<file path="config.mk">
export PLATFORM = sky130hd
export DESIGN_NAME = dsp_update_sched
export DESIGN_NICKNAME = d
export VERILOG_FILES = /design/src/rtl/anspwm_pkg.sv /design/src/rtl/stage_watchdog.sv /design/src/rtl/dsp_update_sched.sv
export SDC_FILE = /design/constraint.sdc
export NUM_CORES = 1
export LEC_CHECK = 0
export CAP_MARGIN = 15
export CORE_UTILIZATION = 57
export DETAILED_ROUTE_END_ITERATION = 8
export DONT_BUFFER_PORTS = 1
export PLACE_DENSITY = 0.72
export SLEW_MARGIN = 20
export SYNTH_ARGS = -nofsm -noshare
export SYNTH_HDL_FRONTEND = slang
export SYNTH_HIERARCHICAL = 1
export SYNTH_SLANG_ARGS = --single-unit
</file>
<file path="constraint.sdc">
create_clock -name clk -period 3.4 [get_ports clk]
set_input_delay 0.68 -clock clk [delete_from_list [all_inputs] [get_ports clk]]
set_output_delay 0.68 -clock clk [all_outputs]
set_load 0.05 [all_outputs]
</file>
<file path="src/rtl/anspwm_pkg.sv">
// rtl/anspwm_pkg.sv - shared types and defaults for the PWM duty update scheduler
package anspwm_pkg;

  localparam int N_STAGES_DEF = 4;
  localparam int TW_DEF       = 32;
  localparam int DW_DEF       = 16;
  localparam int TIMEOUT_DEF  = 255;

  typedef enum logic [1:0] {
    IDLE  = 2'd0,
    STAGE = 2'd1,
    SUM   = 2'd2,
    HOLD  = 2'd3
  } sched_state_e;

  typedef logic [$clog2(N_STAGES_DEF)-1:0] stage_idx_t;

endpackage

</file>
<file path="src/rtl/stage_watchdog.sv">
// rtl/stage_watchdog.sv - per-stage down-counter that flags a stage taking too long
module stage_watchdog
  import anspwm_pkg::*;
#(
  parameter int TIMEOUT = TIMEOUT_DEF
) (
  input  logic clk,
  input  logic rst_n,
  input  logic restart,
  input  logic en,
  output logic expired
);

  localparam int CW = (TIMEOUT > 1) ? $clog2(TIMEOUT) : 1;

  logic [CW-1:0] cnt_q, cnt_d;

  // Loading TIMEOUT-1 gives exactly TIMEOUT enabled cycles before expiry.
  always_comb begin
    cnt_d = cnt_q;
    if (restart) begin
      cnt_d = CW'(TIMEOUT - 1);
    end else if (en && (cnt_q != '0)) begin
      cnt_d = cnt_q - CW'(1);
    end
  end

  always_ff @(posedge clk or negedge rst_n) begin
    if (!rst_n) begin
      cnt_q <= CW'(TIMEOUT - 1);
    end else begin
      cnt_q <= cnt_d;
    end
  end

  assign expired = en && (cnt_q == '0);

endmodule

</file>
<file path="src/rtl/dsp_update_sched.sv">
// rtl/dsp_update_sched.sv - sequences DSP stages per target request and commits the sum to PWM duty on a period boundary
module dsp_update_sched
  import anspwm_pkg::*;
#(
  parameter int             N_STAGES = N_STAGES_DEF,
  parameter int             TW       = TW_DEF,
  parameter int             DW       = DW_DEF,
  parameter int             TIMEOUT  = TIMEOUT_DEF,
  parameter logic [DW-1:0]  DUTY_RST = '0
) (
  input  logic                clk,
  input  logic                rst_n,
  input  logic                req_valid,
  input  logic [TW-1:0]       req_target,
  output logic [TW-1:0]       tgt_out,
  output logic [N_STAGES-1:0] stage_en,
  input  logic                stage_done,
  input  logic [DW-1:0]       sum_in,
  input  logic                period_end,
  output logic [DW-1:0]       duty_out,
  output logic                duty_upd,
  output logic                busy,
  output logic                err_timeout
);

  localparam int IW = (N_STAGES > 1) ? $clog2(N_STAGES) : 1;

  sched_state_e        state_q, state_d;
  logic [IW-1:0]       idx_q, idx_d;
  logic [N_STAGES-1:0] stage_en_q, stage_en_d;
  logic [TW-1:0]       tgt_q, tgt_d;
  logic [TW-1:0]       pend_tgt_q, pend_tgt_d;
  logic                pend_q, pend_d;
  logic [DW-1:0]       shadow_q, shadow_d;
  logic [DW-1:0]       duty_q, duty_d;
  logic                duty_upd_q, duty_upd_d;
  logic                busy_q, busy_d;
  logic                err_q, err_d;
  logic                wd_restart, wd_en, wd_expired;

  // Counter reloads while idle and on every stage handoff, so each stage gets a fresh budget.
  assign wd_restart = (state_q == IDLE) || stage_done;
  assign wd_en      = (state_q == STAGE);

  stage_watchdog #(
    .TIMEOUT (TIMEOUT)
  ) u_watchdog (
    .clk     (clk),
    .rst_n   (rst_n),
    .restart (wd_restart),
    .en      (wd_en),
    .expired (wd_expired)
  );

  always_comb begin
    state_d    = state_q;
    idx_d      = idx_q;
    tgt_d      = tgt_q;
    pend_d     = pend_q;
    pend_tgt_d = pend_tgt_q;
    shadow_d   = shadow_q;
    duty_d     = duty_q;
    duty_upd_d = 1'b0;
    err_d      = err_q;

    // Depth-1 pending slot: the newest request while busy replaces any older one.
    if ((state_q != IDLE) && req_valid) begin
      pend_d     = 1'b1;
      pend_tgt_d = req_target;
    end

    unique case (state_q)
      IDLE: begin
        if (req_valid || pend_q) begin
          tgt_d   = req_valid ? req_target : pend_tgt_q;
          pend_d  = 1'b0;
          idx_d   = '0;
          state_d = STAGE;
        end
      end
      STAGE: begin
        if (stage_done) begin
          if (idx_q == IW'(N_STAGES - 1)) begin
            state_d = SUM;
          end else begin
            idx_d = idx_q + IW'(1);
          end
        end else if (wd_expired) begin
          err_d   = 1'b1;
          state_d = IDLE;
        end
      end
      SUM: begin
        shadow_d = sum_in;
        state_d  = HOLD;
      end
      HOLD: begin
        if (period_end) begin
          duty_d     = shadow_q;
          duty_upd_d = 1'b1;
          state_d    = IDLE;
        end
      end
      default: state_d = IDLE;
    endcase

    // Enables are derived from next state so they are registered yet line up with state.
    stage_en_d = (state_d == STAGE) ? (N_STAGES'(1) << idx_d) : '0;
    busy_d     = (state_d != IDLE);
  end

  always_ff @(posedge clk or negedge rst_n) begin
    if (!rst_n) begin
      state_q    <= IDLE;
      idx_q      <= '0;
      stage_en_q <= '0;
      tgt_q      <= '0;
      pend_q     <= 1'b0;
      pend_tgt_q <= '0;
      shadow_q   <= DUTY_RST;
      duty_q     <= DUTY_RST;
      duty_upd_q <= 1'b0;
      busy_q     <= 1'b0;
      err_q      <= 1'b0;
    end else begin
      state_q    <= state_d;
      idx_q      <= idx_d;
      stage_en_q <= stage_en_d;
      tgt_q      <= tgt_d;
      pend_q     <= pend_d;
      pend_tgt_q <= pend_tgt_d;
      shadow_q   <= shadow_d;
      duty_q     <= duty_d;
      duty_upd_q <= duty_upd_d;
      busy_q     <= busy_d;
      err_q      <= err_d;
    end
  end

  assign tgt_out     = tgt_q;
  assign stage_en    = stage_en_q;
  assign duty_out    = duty_q;
  assign duty_upd    = duty_upd_q;
  assign busy        = busy_q;
  assign err_timeout = err_q;

endmodule

</file>
# Word level (Yosys, flattened, before mapping)
# Index checks and enable logic that the tools add are counted.
dict set report totals {
  mem_bits_ro 0
  in_bits 53
  register_bits 116
  latchBits 0
  mem_count 0
  ramBits 0
  wordCells 54
  out_inout_bits 55
}
dict set report classes {
  n_bitwise 1
  n_div 0
  n_lt_le_gt_ge 0
  addsub 2
  reduce_logical 14
  mul 0
  shift 1
  muxes 19
  eq_ne 5
}
# op n
set op_table {}
lappend op_table {{two-way mux 32 bit} 1}
lappend op_table {{two-way mux 2 bit} 8}
lappend op_table {{two-way mux 8 bit} 2}
lappend op_table {{zero test 8 bit} 1}
lappend op_table {{one-hot mux 2 bit (4 select lines)} 1}
lappend op_table {{nonzero test 8 bit} 1}
lappend op_table {{subtractor 8 x 1 -> 8 bit, second input constant} 1}
lappend op_table {{equality test 2 bit, second input constant} 3}
lappend op_table {{nonzero test 2 bit} 3}
lappend op_table {{two-way mux 1 bit} 5}
lappend op_table {{equality test 2 x 1 -> 1 bit, second input constant} 2}
lappend op_table {{two-way mux 4 bit} 1}
lappend op_table {{one-hot mux 2 bit (2 select lines)} 1}
lappend op_table {{AND reduction 2 bit} 2}
lappend op_table {{<< shifter 1 x 2 -> 4 bit, first input constant} 1}
lappend op_table {{logical AND 1 bit} 3}
lappend op_table {{AND reduction 3 bit} 1}
lappend op_table {{adder 2 x 1 -> 2 bit, second input constant} 1}
lappend op_table {{zero test 2 bit} 1}
lappend op_table {{logical OR 1 bit} 2}
lappend op_table {{NOT 1 bit} 1}

# Depth between registers and ports, before layout
# Gate-level depths: netlist of the first run.
dict set report logic_depth {
  word_depth 7
  ltp_mapped 7
  depth_no_buf 7
}

# Hierarchy
# The synthesis of the first run kept the hierarchy.
# module instances area_each_um2 seq_area_each_um2 cells_each
set by_module_without_submodules {}
lappend by_module_without_submodules {dsp_update_sched 1 4479.3 2702.6 323}
lappend by_module_without_submodules {stage_watchdog 1 466.7 209.0 46}

# Worst setup path before layout of the first run
# Ideal clock, no wire load.
dict set report synth_timing {
  path_kind {reg2reg}
  startpoint {register state_q[1]}
  endpoint {register u_watchdog.cnt_q[7]}
  slack_ps 1438
  stages_incl_launch_ff 7
  period_less_slack_ps 1962
  t_required_ps 3336
  n_path_buf 1
  arrival_time_ps 1898
  setup_time_ps 64
  cell_sequence {dfrtp_1 > buf_4 > nand2b_1 > inv_1 > or4b_4 > or4_1 > nand3_1}
}
dict set report synth_between {
  elab_chain_cells 3
  elab_cells_between_ends 6
  cone_classes {eq/ne: 1; mux: 1; reduce/logical: 4}
}
# element line_no
set synth_lines {}
lappend synth_lines {{start, declared} dsp_update_sched.sv:28} ;# sched_state_e state_q, state_d;
lappend synth_lines {{start signal, assigned} dsp_update_sched.sv:126} ;# state_q <= state_d;
lappend synth_lines {{equality test 2 x 1 -> 1 bit} dsp_update_sched.sv:43} ;# assign wd_en = (state_q == STAGE);
lappend synth_lines {{named net wd_en} dsp_update_sched.sv:39} ;# logic wd_restart, wd_en, wd_expired;
lappend synth_lines {{logical AND 1 bit} stage_watchdog.sv:23} ;# end else if (en && (cnt_q != '0)) begin
lappend synth_lines {{nonzero test 2 bit (no line)} --}
lappend synth_lines {{end signal, assigned} stage_watchdog.sv:30} ;# cnt_q <= CW'(TIMEOUT - 1);
lappend synth_lines {{end signal, assigned} stage_watchdog.sv:32} ;# cnt_q <= cnt_d;
lappend synth_lines {{end, declared} stage_watchdog.sv:16} ;# logic [CW-1:0] cnt_q, cnt_d;
# The timed path passes the listed nets, and every way through them passes these cells.
# A chain may end at the register's enable or synchronous reset.

# Worst setup path in the final report of the first run
# Same ends and word-level chain as after synthesis.

==> implementation parameters, run 1 <==
Parameter                              Value

Placement
  Routability cong.    0.752
  Input/output buffers    0
  Placement-stage worst setup slack    1.27 ns
  HPWL after detailed placement    5460 um

Critical path
  Launching element of the worst setup path    state_q[1]
  Startpoint kind of the worst setup timing path    flop
  Required time of the critical path    3.84 ns
  Maximum fanout along the worst path    9
  Kind of critical path    reg -> reg
  Kind of capture point of the worst setup path    flop
  Startpoint of the worst register-to-register path    state_q[1]
  Arrival time of data at the critical path endpoint    2.60 ns
  Cell chain of the critical path    nand2b_1 > inv_1 > or4b_4 > or4_1 > nand3_1
  Cell type of the slowest stage on the worst timing path    sky130_fd_sc_hd__or4b_4
  Critical path's largest stage delay    0.53 ns

Clocking
  CTS H-Tree Depth    4
  Source-to-sink clock delay at the later pin of the worst-skew pair    0.51 ns
  Number of buffers inserted to repair setup after CTS    0
  Root buf cell    sky130_fd_sc_hd__clkbuf_8
  CTS Buf Count    17
  Number of clock sinks    116
  Register clock-pin slew on the reported worst setup and hold paths    0.06 ns
  Clock tree from TritonCTS    done
  Total of cells resized after clock tree synthesis    0
  Number of buffers on the longest clock path    2
  Total of hold buffers inserted after clock tree synthesis    3

Yosys
  Count of distinct cell types in the synthesized netlist    43
  Post-synthesis instance area    4950 um^2
  Part of the Yosys area used for sequential elements    58.9%
  Compound-Gate Fraction of Synth Area    2.78%
  Average size of a mapped cell    13.4 um^2
  Fraction of synthesized cell area in xor and xnor cells    0%
  Combinational family with the most area after synthesis    multiplexers
  Post-synthesis cell count    369
  Yosys warning count    6
  Post-synthesis share of cell area spent on and, or, nand and nor gates    8.93%
  Multiplexer share of the synthesized area    26.3%
  Post-synthesis share of cell area spent on full adders, half adders and majority gates    0.253%
  FF+latch count, synth    116
  Syn nets    423

Detailed routing
  Remaining design rule violation count    0
  Total via count in the routed design    2819
  Post-route antenna net violation count    0
  DR pass1 iterations    5
  Initial detailed-routing violation count    114
  Routed via count divided by cell count    5.72
  Average routed wire per standard cell    18.0 um
  Total length of routed wires    8900 um

Timing
  Unrepaired setup endpoints after global routing    no
  Fin. max-slew vios    0
  Hold Vio Cnt, Final    0
  Final setup vio count    0
  Achievable frequency    463 MHz
  Worst hold slack    0.105 ns
  Crit share post-route    63.5%
  Final total negative setup slack    0 ns
  Slew @ Worst Pin    0.794 ns
  Slew Limit Headroom    47.1%
  Final Critical Period    2.16 ns
  Minimum setup slack in the final design    1.24 ns
  Layout Skew    0.0116 ns

Power
  Switch Pwr    2.60 mW
  Power per standard cell area    1140 nW/um^2
  Part of the total power dissipated in the clock network    26.8%
  Total internal power    3.81 mW
  Static leakage power    2.43 nW
  Switching power as a share of total power    40.6%
  Worst ir drop on vdd    627 uV
  Part of the total power dissipated in combinational logic    19.0%
  Share of power burned in registers    54.1%

Floorplanning
  Die extent in y    95.2 um
  Site Rows    33
  Initial cell density of the core    59.6%
  Core ar.    8300 um^2
  Chip width    95.2 um
  I/O pin cnt    108
  Total Die Area    9050 um^2

Cells and area
  Synth-to-layout area growth    14.1%
  Area of the multi-input gates    1900 um^2
  Ant diodes    0
  Number of inserted filler cells in the final layout    603
  Net count of the finished layout    429
  FF/Latch Area    2910 um^2
  Share of cells above drive strength 1    41.2%

Global routing
  First-pass GRT wire length    14100 um
  All-Layer GR Usage    21.3%
  Congestion Overflow GR    0
  Vias in the first global route    2923
  Pin count of the biggest net entering global routing    110
  Antenna violations before repair    0

Outcome
  Result of the run    finished, final reports clean

Hold path
  Hold WC Path Type    in -> async

Job
  # Max-Cap Violations    0
## state kept, by name, summed over array words and instances, names as in the netlist
name / count
busy: 1
duty_out: 16
duty_upd: 1
err_timeout: 1
idx_q: 2
pend_q: 1
pend_tgt_q: 32
shadow_q: 16
stage_en: 4
state_q: 2
tgt_out: 32
u_watchdog/cnt_q: 8
## cell usage after synthesis
cell / number / area share [%]
sky130_fd_sc_hd__a2111oi_0: 1 / 0.18
sky130_fd_sc_hd__a211o_2: 2 / 0.40
sky130_fd_sc_hd__a211oi_1: 2 / 0.30
sky130_fd_sc_hd__a21boi_0: 2 / 0.30
sky130_fd_sc_hd__a21oi_1: 2 / 0.20
sky130_fd_sc_hd__a31o_2: 1 / 0.18
sky130_fd_sc_hd__a31oi_1: 1 / 0.13
sky130_fd_sc_hd__a41oi_1: 1 / 0.18
sky130_fd_sc_hd__and3_1: 1 / 0.13
sky130_fd_sc_hd__and4_1: 1 / 0.18
sky130_fd_sc_hd__buf_1: 1 / 0.076
sky130_fd_sc_hd__buf_2: 10 / 1.0
sky130_fd_sc_hd__buf_4: 2 / 0.30
sky130_fd_sc_hd__buf_6: 3 / 0.68
sky130_fd_sc_hd__clkbuf_1: 3 / 0.23
sky130_fd_sc_hd__clkinv_1: 1 / 0.076
sky130_fd_sc_hd__dfrtp_1: 109 / 55
sky130_fd_sc_hd__dfstp_2: 7 / 3.7
sky130_fd_sc_hd__ha_1: 1 / 0.25
sky130_fd_sc_hd__inv_1: 6 / 0.46
sky130_fd_sc_hd__mux2_1: 5 / 1.1
sky130_fd_sc_hd__mux2_2: 108 / 25
sky130_fd_sc_hd__mux2i_1: 3 / 0.61
sky130_fd_sc_hd__nand2_1: 50 / 3.8
sky130_fd_sc_hd__nand2b_1: 4 / 0.51
sky130_fd_sc_hd__nand3_1: 5 / 0.51
sky130_fd_sc_hd__nand3_2: 1 / 0.20
sky130_fd_sc_hd__nor2_1: 9 / 0.68
sky130_fd_sc_hd__nor2_2: 1 / 0.13
sky130_fd_sc_hd__nor2b_1: 2 / 0.25
sky130_fd_sc_hd__nor3_1: 6 / 0.61
sky130_fd_sc_hd__nor3_4: 1 / 0.33
sky130_fd_sc_hd__nor3b_1: 1 / 0.15
sky130_fd_sc_hd__nor4_1: 1 / 0.13
sky130_fd_sc_hd__o21ai_0: 4 / 0.40
sky130_fd_sc_hd__o21ai_2: 1 / 0.18
sky130_fd_sc_hd__o21bai_1: 1 / 0.15
sky130_fd_sc_hd__o311ai_0: 1 / 0.18
sky130_fd_sc_hd__or2_2: 2 / 0.25
sky130_fd_sc_hd__or3b_1: 1 / 0.18
sky130_fd_sc_hd__or4_1: 3 / 0.46
sky130_fd_sc_hd__or4_2: 1 / 0.18
sky130_fd_sc_hd__or4b_4: 1 / 0.28
## path summary, 6_finish.rpt
check	endpoint	slack (ns)	depth (start not counted)
max	u_watchdog/cnt_q[7]	1.24	5
min	tgt_out[11]	0.11	1
max reg2reg	u_watchdog/cnt_q[7]	1.24	5
min reg2reg	duty_out[5]	0.46	2
max in group asynchronous	u_watchdog/cnt_q[1]	2.66	1
min in group clk	pend_tgt_q[1]	0.31	1
## power groups by stage
stage	Sequential, mW	Clock (mW)	Combinational (mW)
after global placement	3.47	0	1.13
after global routing	3.55	1.82	1.36
after floorplan	3.33	0	1.10
final	3.47	1.72	1.22
after CTS	3.47	1.75	1.22
after detailed placement	3.49	0	1.19
## layout make-up
type	count	area share, %
tap	105	2.33
inverter	7	0.466
sequential	116	51.6
multi-input combinational	227	33.7
clock inverter	13	2.82
timing repair buffer	6	1.60
clock buffer	19	7.47
## cell families (layout without fill, tap and decap cells)
| family | after synthesis | in the layout |
|---|---|---|
| multiplexers | 116 | 116 |
| flip-flops | 116 | 116 |
| AND/OR/NAND/NOR | 91 | 91 |
| buffers and inverters | 26 | 45 |
| AO/OA/AOI/OAI | 19 | 19 |
| adder cells (fa/ha/maj) | 1 | 1 |
## per-stage QoR
step	util, %	instance area (um^2)	total power, mW	instances
after CTS	67.6	5610	6.45	492
after global routing	68.0	5640	6.72	493
after global placement	60.1	4990	4.60	457
after detailed placement	60.1	4990	4.68	457
after floorplan	-	4950	4.44	369
final	68.0	5640	6.41	493
## per-layer routing
layer / part of all wire [%] / global-route usage, % / vias to the layer above
met3: 7.8 / 8.93 / 17
met4: 1.6 / 9.47 / 0
met1: 42 / 25.4 / 1418
li1: - / - / 1300
met5: 0 / 0 / -
met2: 49 / 33.8 / 84
## cells in the final DEF, fill, tap and decap left out, drive strengths merged, types with 2 or more instances in the layout
master | synthesis | routed
clkbuf | 3 | 19
nand3 | 6 | 6
nor2 | 10 | 10
mux2i | 3 | 3
dfrtp | 109 | 109
a211oi | 2 | 2
nor3 | 7 | 7
mux2 | 113 | 113
dfstp | 7 | 7
o21ai | 5 | 5
nand2 | 50 | 50
clkinv | 1 | 7
inv | 6 | 7
clkinvlp | 0 | 3
a21boi | 2 | 2
or4 | 4 | 4
or2 | 2 | 2
nand2b | 4 | 4
dlygate4sd3 | 0 | 2
nor2b | 2 | 2
a211o | 2 | 2
buf | 16 | 4
a21oi | 2 | 2
bufinv | 0 | 3
## worst max-delay path: cells and delay by family, from the launching register on
kind | cells | cell delay, ns
buffers and inverters | 1 | 0.22
DFF | 1 | 0.51
and+or+nand+nor | 4 | 1.38
(Power assumes the default switching activity.)
==> inputs of run 2 (changes only) <==
- clock period: 3.4 -> 2.15 ns (I/O delays scaled with it)
==> implementation parameters, run 2 (synthesis results as in run 1) <==
Parameter                              Value

Outcome
  Result of the run    complete, but fails checks
  Failing checks    hold timing

Power
  Power per standard cell area    1790 nW/um^2
  Total Power    10.0 mW
  Static leakage power    2.42 nW
  Worst ir drop on vdd    915 uV

Placement
  Total instance count after detailed placement    464
  HPWL after detailed placement    5580 um
  Area after detailed placement    5050 um^2
  Routability cong.    0.744
  Placement-stage worst setup slack    0.277 ns
  Input/output buffers    0

Floorplanning
  Site Rows    33
  Initial cell density of the core    59.6%
  Total Die Area    9050 um^2
  I/O pin cnt    108
  Die extent in y    95.2 um
  Core ar.    8300 um^2
  Chip width    95.2 um

Critical path
  Arrival time of data at the critical path endpoint    2.27 ns
  Required time of the critical path    2.54 ns
  Kind of capture point of the worst setup path    flop
  Kind of critical path    reg -> reg
  Startpoint kind of the worst setup timing path    flop
  Maximum fanout along the worst path    5

Global routing
  Congestion Overflow GR    0
  Antenna violations before repair    0
  All-Layer GR Usage    22.0%
  Pin count of the biggest net entering global routing    117
  First-pass GRT wire length    14600 um
  Vias in the first global route    3005

Timing
  Final Critical Period    1.87 ns
  Fin. max-slew vios    0
  Worst hold slack    -0.380 ns
  Unrepaired setup endpoints after global routing    no
  Slew Limit Headroom    66.8%
  Achievable frequency    534 MHz
  Layout Skew    0.00729 ns
  Hold Vio Cnt, Final    116
  Final total negative setup slack    0 ns
  Crit share post-route    87.1%
  Slew @ Worst Pin    0.485 ns
  Minimum setup slack in the final design    0.277 ns
  Final setup vio count    0

Cells and area
  Fin cells    496
  Ant diodes    0
  Util after Layout    67.6%
  Number of inserted filler cells in the final layout    601
  Synth-to-layout area growth    13.4%
  Final cell area excluding filler cells    5610 um^2
  Share of cells above drive strength 1    42.7%
  Net count of the finished layout    432
  Leading cell type in the layout, fill and taps excluded    sky130_fd_sc_hd__dfrtp_1
  Most used cells in the layout excluding fill and tap cells    109 x sky130_fd_sc_hd__dfrtp_1, 108 x sky130_fd_sc_hd__mux2_2, 50 x sky130_fd_sc_hd__nand2_1

Hold path
  Hold WC Path Type    in -> async

Clocking
  CTS Buf Count    17
  Root buf cell    sky130_fd_sc_hd__clkbuf_8
  Source-to-sink clock delay at the later pin of the worst-skew pair    0.51 ns
  CTS H-Tree Depth    4
  Total of cells resized after clock tree synthesis    0
  Clock tree from TritonCTS    done
  Register clock-pin slew on the reported worst setup and hold paths    0.06 ns
  Number of clock sinks    116
  Number of buffers on the longest clock path    2

Detailed routing
  Total length of routed wires    8910 um
  Initial detailed-routing violation count    170
  Routed via count divided by cell count    5.76
  Post-route antenna net violation count    0
  Remaining design rule violation count    0
  Total via count in the routed design    2855
  DR pass1 iterations    4
  Average routed wire per standard cell    18.0 um

Job
  # Max-Cap Violations    0
-- run 2: changes by cell type in the layout (fill, tap and decap cells not counted), sizes merged --
cell	previous run	this run
inv	7	9
clkinv	7	6
clkinvlp	3	5
bufinv	3	1
clkbuf	19	18
buf	4	9
dlygate4sd3	2	0
-- run 2: critical path, cell delays in order, from the launching register on --
cell                       delay, ns
sky130_fd_sc_hd__dfstp_2        0.54
sky130_fd_sc_hd__inv_1          0.04
sky130_fd_sc_hd__ha_1           0.19
sky130_fd_sc_hd__nor3b_1        0.15
sky130_fd_sc_hd__buf_4          0.14
sky130_fd_sc_hd__a21boi_0       0.32
sky130_fd_sc_hd__mux2_2         0.38
-- run 2: final cells by class --
type,instances,area (um^2),share of cell area (%)
sequential,116,2910,51.9
multi-input combinational,227,1900,33.9
clock buffer,18,428,7.63
tap,105,131,2.34
clock inverter,14,130,2.32
timing repair buffer,9,80.1,1.43
inverter,7,26.3,0.468
-- run 2: worst paths after layout --
check                                    startpoint             endpoint  slack (ns)  depth (start not counted)
worst max-delay path            u_watchdog/cnt_q[1]  u_watchdog/cnt_q[0]        0.28                          6
worst min-delay path                          rst_n          tgt_out[10]       -0.38                          0
worst max register to register  u_watchdog/cnt_q[1]  u_watchdog/cnt_q[0]        0.28                          6
worst min register to register          shadow_q[9]          duty_out[9]        0.46                          2
max in group asynchronous                     rst_n  u_watchdog/cnt_q[4]        2.32                          0
min in group clk                     req_target[16]       pend_tgt_q[16]        0.05                          1
-- run 2: routing by layer --
layer / GRT usage (%) / share of wire (%)
met1: 26.9 / 42
met5: 0 / 0
met3: 9.01 / 7.8
met2: 34.4 / 49
met4: 9.09 / 0.98
-- run 2: repair_timing --
action / 4_1_cts / 5_1_grt
hold endpoints to repair: 116 / 116
setup endpoints to repair: 0 / 0
buffers inserted: 0 / 0
-- run 2: where the power goes --
part / total (mW) / switching [mW] / internal [mW] / leakage [nW]
Combinational: 1.97 / 0.807 / 1.17 / 0.786
Sequential: 5.44 / 2.32 / 3.12 / 1.38
Clock: 2.59 / 1.03 / 1.57 / 0.260
==> inputs of run 3 (changes only) <==
- ABC_CLOCK_PERIOD_IN_PS: unset -> 2150
- CTS_CLUSTER_DIAMETER: unset -> 30
==> results of run 3 <==
No change in the layout: final DEF, timing and power equal those of run 2.
